**src/rtl/cpu4_control_sequencer.sv**
```systemverilog
// Fetch/decode/execute controller for the 4-bit microprocessor datapath.
// Each instruction takes 3 cycles. Strobes are decoded from the state, and also from the opcode in EXEC.
module cpu4_control_sequencer #(
  parameter bit ILLEGAL_HALTS = 1'b0,
  parameter bit AUTO_RUN      = 1'b0
) (
  input  logic       clk,
  input  logic       reset,
  input  logic       run,
  input  logic [3:0] opcode,
  input  logic       zero_flag,
  output logic       ir_en,
  output logic       pc_inc,
  output logic       pc_load,
  output logic       acc_en,
  output logic       acc_sel,
  output logic       b_en,
  output logic       out_en,
  output logic [1:0] alu_op,
  output logic       busy,
  output logic       halted,
  output logic       illegal
);

  typedef enum logic [2:0] {IDLE, FETCH, DECODE, EXEC, HALT} state_t;

  state_t state, state_nxt;

  always_ff @(posedge clk) begin
    if (reset) state <= IDLE;
    else       state <= state_nxt;
  end

  always_comb begin
    state_nxt = state;
    ir_en     = 1'b0;
    pc_inc    = 1'b0;
    pc_load   = 1'b0;
    acc_en    = 1'b0;
    acc_sel   = 1'b0;
    b_en      = 1'b0;
    out_en    = 1'b0;
    alu_op    = 2'b00;
    busy      = 1'b0;
    halted    = 1'b0;
    illegal   = 1'b0;
    case (state)
      IDLE: begin
        if (run || AUTO_RUN) state_nxt = FETCH;
      end
      FETCH: begin
        busy      = 1'b1;
        ir_en     = 1'b1;
        state_nxt = DECODE;
      end
      DECODE: begin
        busy      = 1'b1;
        pc_inc    = 1'b1;
        state_nxt = (opcode == 4'hF) ? HALT : EXEC;
      end
      EXEC: begin
        busy = 1'b1;
        case (opcode)
          4'h1: begin acc_en = 1'b1; acc_sel = 1'b1; end
          4'h2: b_en = 1'b1;
          4'h3: begin acc_en = 1'b1; alu_op = 2'b00; end
          4'h4: begin acc_en = 1'b1; alu_op = 2'b01; end
          4'h5: begin acc_en = 1'b1; alu_op = 2'b10; end
          4'h6: begin acc_en = 1'b1; alu_op = 2'b11; end
          4'h7: out_en = 1'b1;
          4'h8: pc_load = 1'b1;
          4'h9: pc_load = zero_flag;
          4'hA, 4'hB, 4'hC, 4'hD, 4'hE: illegal = 1'b1;
          default: ;
        endcase
        if (illegal && ILLEGAL_HALTS) state_nxt = HALT;
        else                          state_nxt = run ? FETCH : IDLE;
      end
      HALT: begin
        halted = 1'b1;
      end
      default: state_nxt = IDLE;
    endcase
  end

endmodule

```
**config.mk**
```make
export PLATFORM = sky130hd
export DESIGN_NAME = cpu4_control_sequencer
export DESIGN_NICKNAME = d
export VERILOG_FILES = /design/src/rtl/cpu4_control_sequencer.sv
export SDC_FILE = /design/constraint.sdc
export NUM_CORES = 1
export LEC_CHECK = 0
export CORE_AREA = 2 2 39 41
export CTS_BUF_LIST = sky130_fd_sc_hd__clkbuf_8 sky130_fd_sc_hd__clkbuf_16
export CTS_CLUSTER_SIZE = 28
export DETAILED_ROUTE_END_ITERATION = 10
export DIE_AREA = 0 0 41 43
export GPL_TIMING_DRIVEN = 0
export REMOVE_ABC_BUFFERS = 1
export SETUP_SLACK_MARGIN = 0.5
export SYNTH_ARGS = -nofsm -noshare
export SYNTH_HDL_FRONTEND = slang
export SYNTH_SLANG_ARGS = --single-unit
```
**constraint.sdc**
```tcl
create_clock -name clk -period 3.1 [get_ports clk]
set_input_delay 0.62 -clock clk [delete_from_list [all_inputs] [get_ports clk]]
set_output_delay 0.62 -clock clk [all_outputs]
set_load 0.005 [all_outputs]
```
==> flow_summary.toml <==
[layout]
layout_common_cells = "clkdlybuf4s50_1 (13), nor2_1 (9), dlygate4sd2_1 (4)"
layout-drive-gt1-share_pct = 13.8
area_delta_synth_final_pct = 102
reg_top3 = "state x3"
regMostFlops = "state"
mostFrequentLayoutCell = "clkdlybuf4s50_1"
largest_reg_flops = 3
antenna_cells = 0
finalNonFillerCells = 74
nNetsFinal = 67

[worst_setup_path]
r2r_cells = 3
rr_endpoint = "state[2]"
crit_arrival_ns = 1.93
worst-endpoint-required_ns = 2.48
startpoint = "opcode[3]"
crit_slowest_cell = "clkdlybuf4s50_1"
cp_num_buf_inv = 2
cp-start-kind = "primary input"
path_class = "primary input to primary output"
endpoint = "alu_op[1]"
crit_path_max_incr_delay_ns = 0.51
path_cells = "dlygate4sd2_1, and4bb_2, nand2_1, nor2_1, clkdlybuf4s50_1"
critical_path.top_delay_family = "buffers and inverters"
critical_path_depth = 5
endpoint_kind = "primary output"
worst_r2r_startpoint = "state[2]"
rrSetupSlack_ns = 2.08
crit_path_max_fanout = 4

[floorplanning]
rows = 14
start_util_pct = 18.3
die-area_um2 = 1760
core_area_um2 = 1380
dieHeight_um = 43
die_w_um = 41
pin_count = 20

[sta]
slew_violations = 0
hold_violations = 0
worst_hold_slack_ns = 0.594
min_period_ns = 2.55
period_share_pct = 82.2
finalSetupTns_ns = 0
rsz0062_at_grt = "true"
skew_ns = 0.00455
relSlewSlack_pct = 81.5
worst_pin_slew_ns = 0.277
max_freq_mhz = 392
setup_viol = 0

[route]
ant_nets = 0
routedWlPerCell_um = 9.95
dr.first_iter.drc_count = 4
vias_per_cell = 4.50
drtPass1Iterations = 2
num_vias = 333
drc_errors = 0
wl_um = 736

[cts]
cts_root_buffer = "clkbuf_8"
cts_max_level = 1
insertion_delay_ns = 0.22
clk_path_buf_depth = 2
cts_tree = "built"
cts.sinks = 3
clk_pin_slew_ns = 0.04
cts_made_buffers = 3

[power]
ir_drop_uv = 130
power_density_nw_per_um2 = 397
leakage_nw = 0.230

[placed_design]
place_inst = 70
gp_congestion = 0.727
hpwlAfterDp_um = 550
io_buffers = 19

[run]
maxCapViolCount = 0

[global_route]
grt_remaining_overflow = 0
grt_pass1_vias = 310
grt_pass1_wl_um = 1190
antenna_found_initial = 0
grt_start_max_net_pins = 9
grt.total_usage_pct = 10.3

[outcome]
status = "completed"

[yosys]
synth_warnings = 0
syn_area_um2 = 253
synth.ff_latch_count = 3
synth_cells = 35
synth_top_area_cell = "dfxtp_1"
netlist.area_leader.share_pct = 23.8
ys_types = 16
syn_area_per_cell_um2 = 7.22
seq_area_frac_synth_pct = 23.8
ys_top_cells_by_area = "dfxtp_1 (24%), nor2_1 (15%), a211oi_2 (9.9%), nor3b_1 (8.9%), and3_1 (5.0%)"

[min_path]
hp-class = "flip-flop to flip-flop"
## layout make-up
cell class | count | area [um^2]
clock buffer | 3 | 41.3
clock inverter | 1 | 3.75
fill | 154 | 873
inverter | 2 | 7.51
multi-input combinational | 30 | 188
sequential | 3 | 60.1
tap | 16 | 20.0
timing repair buffer | 19 | 190
## synthesized netlist by cell type
cell type / number
nor3_1: 1
and3_1: 2
dfxtp_1: 3
nor2_1: 10
nor3b_1: 3
o21ai_0: 2
nand3b_1: 1
a31oi_1: 1
inv_1: 2
nand2_1: 3
a211oi_2: 2
and3_4: 1
and2_1: 1
and4bb_2: 1
a211o_1: 1
xnor2_1: 1
## power breakdown
part           internal [W]   total, W  switching (W)
sequential        0.0000419  0.0000466     0.00000463
combinational     0.0000248  0.0000413      0.0000164
clock             0.0000847   0.000115      0.0000303
## repair_timing
item,CTS,global route
hold buffers,0,0
buffers inserted,0,0
endpoints found under the setup margin,8,5
pin swaps,1,1
gates resized for setup,4,3
## logic make-up (layout without fill, tap and decap cells)
logic type,after synthesis,count (layout),synth area share (%)
xor gates and xnor gates,1,1,3.47
AOI/OAI and AO/OA,6,6,19.8
and+or+nand+nor,23,23,50.0
DFF,3,3,23.8
buffers and inverters,2,25,2.97
## through the flow
step / util, % / power, W / worst slack, ns / instance area [um^2]
final: 36.9 / 0.000203 / 0.550 / 510
after CTS: 36.3 / 0.000206 / 0.520 / 503
after global placement: 33.5 / 0.0000898 / 0.303 / 463
after detailed placement: 33.5 / 0.0000900 / 0.325 / 463
after floorplan: - / 0.0000637 / 1.35 / 253
after global routing: 36.9 / 0.000215 / 0.476 / 510
## how the worst min path moves through the flow
stage,slack [ns],endpoint,startpoint,cells past startpoint
finish,0.59,state[0],state[2],1
CTS,0.59,state[0],state[2],1
global route,0.62,state[0],state[2],1
detailed placement,0.58,state[1],state[0],2
floorplan,0.52,state[0],state[2],1
global placement,0.58,state[1],state[0],2
## worst reg2reg max path, delay by kind of cell (launching register included)
family / cells / cell delay (ns)
AO/OA/AOI/OAI: 1 / 0.07
flip-flops: 1 / 0.47
AND/OR/NAND/NOR: 2 / 0.42
## per-layer routing
metal  global-route usage [%]  vias up  wire length, um
li1                         -      173                -
met1                     12.8      139              333
met2                     12.5       16              292
met3                     4.19        5               76
met4                     10.0        0               32
met5                        0        -                0
Power figures use the tool's default switching activity.
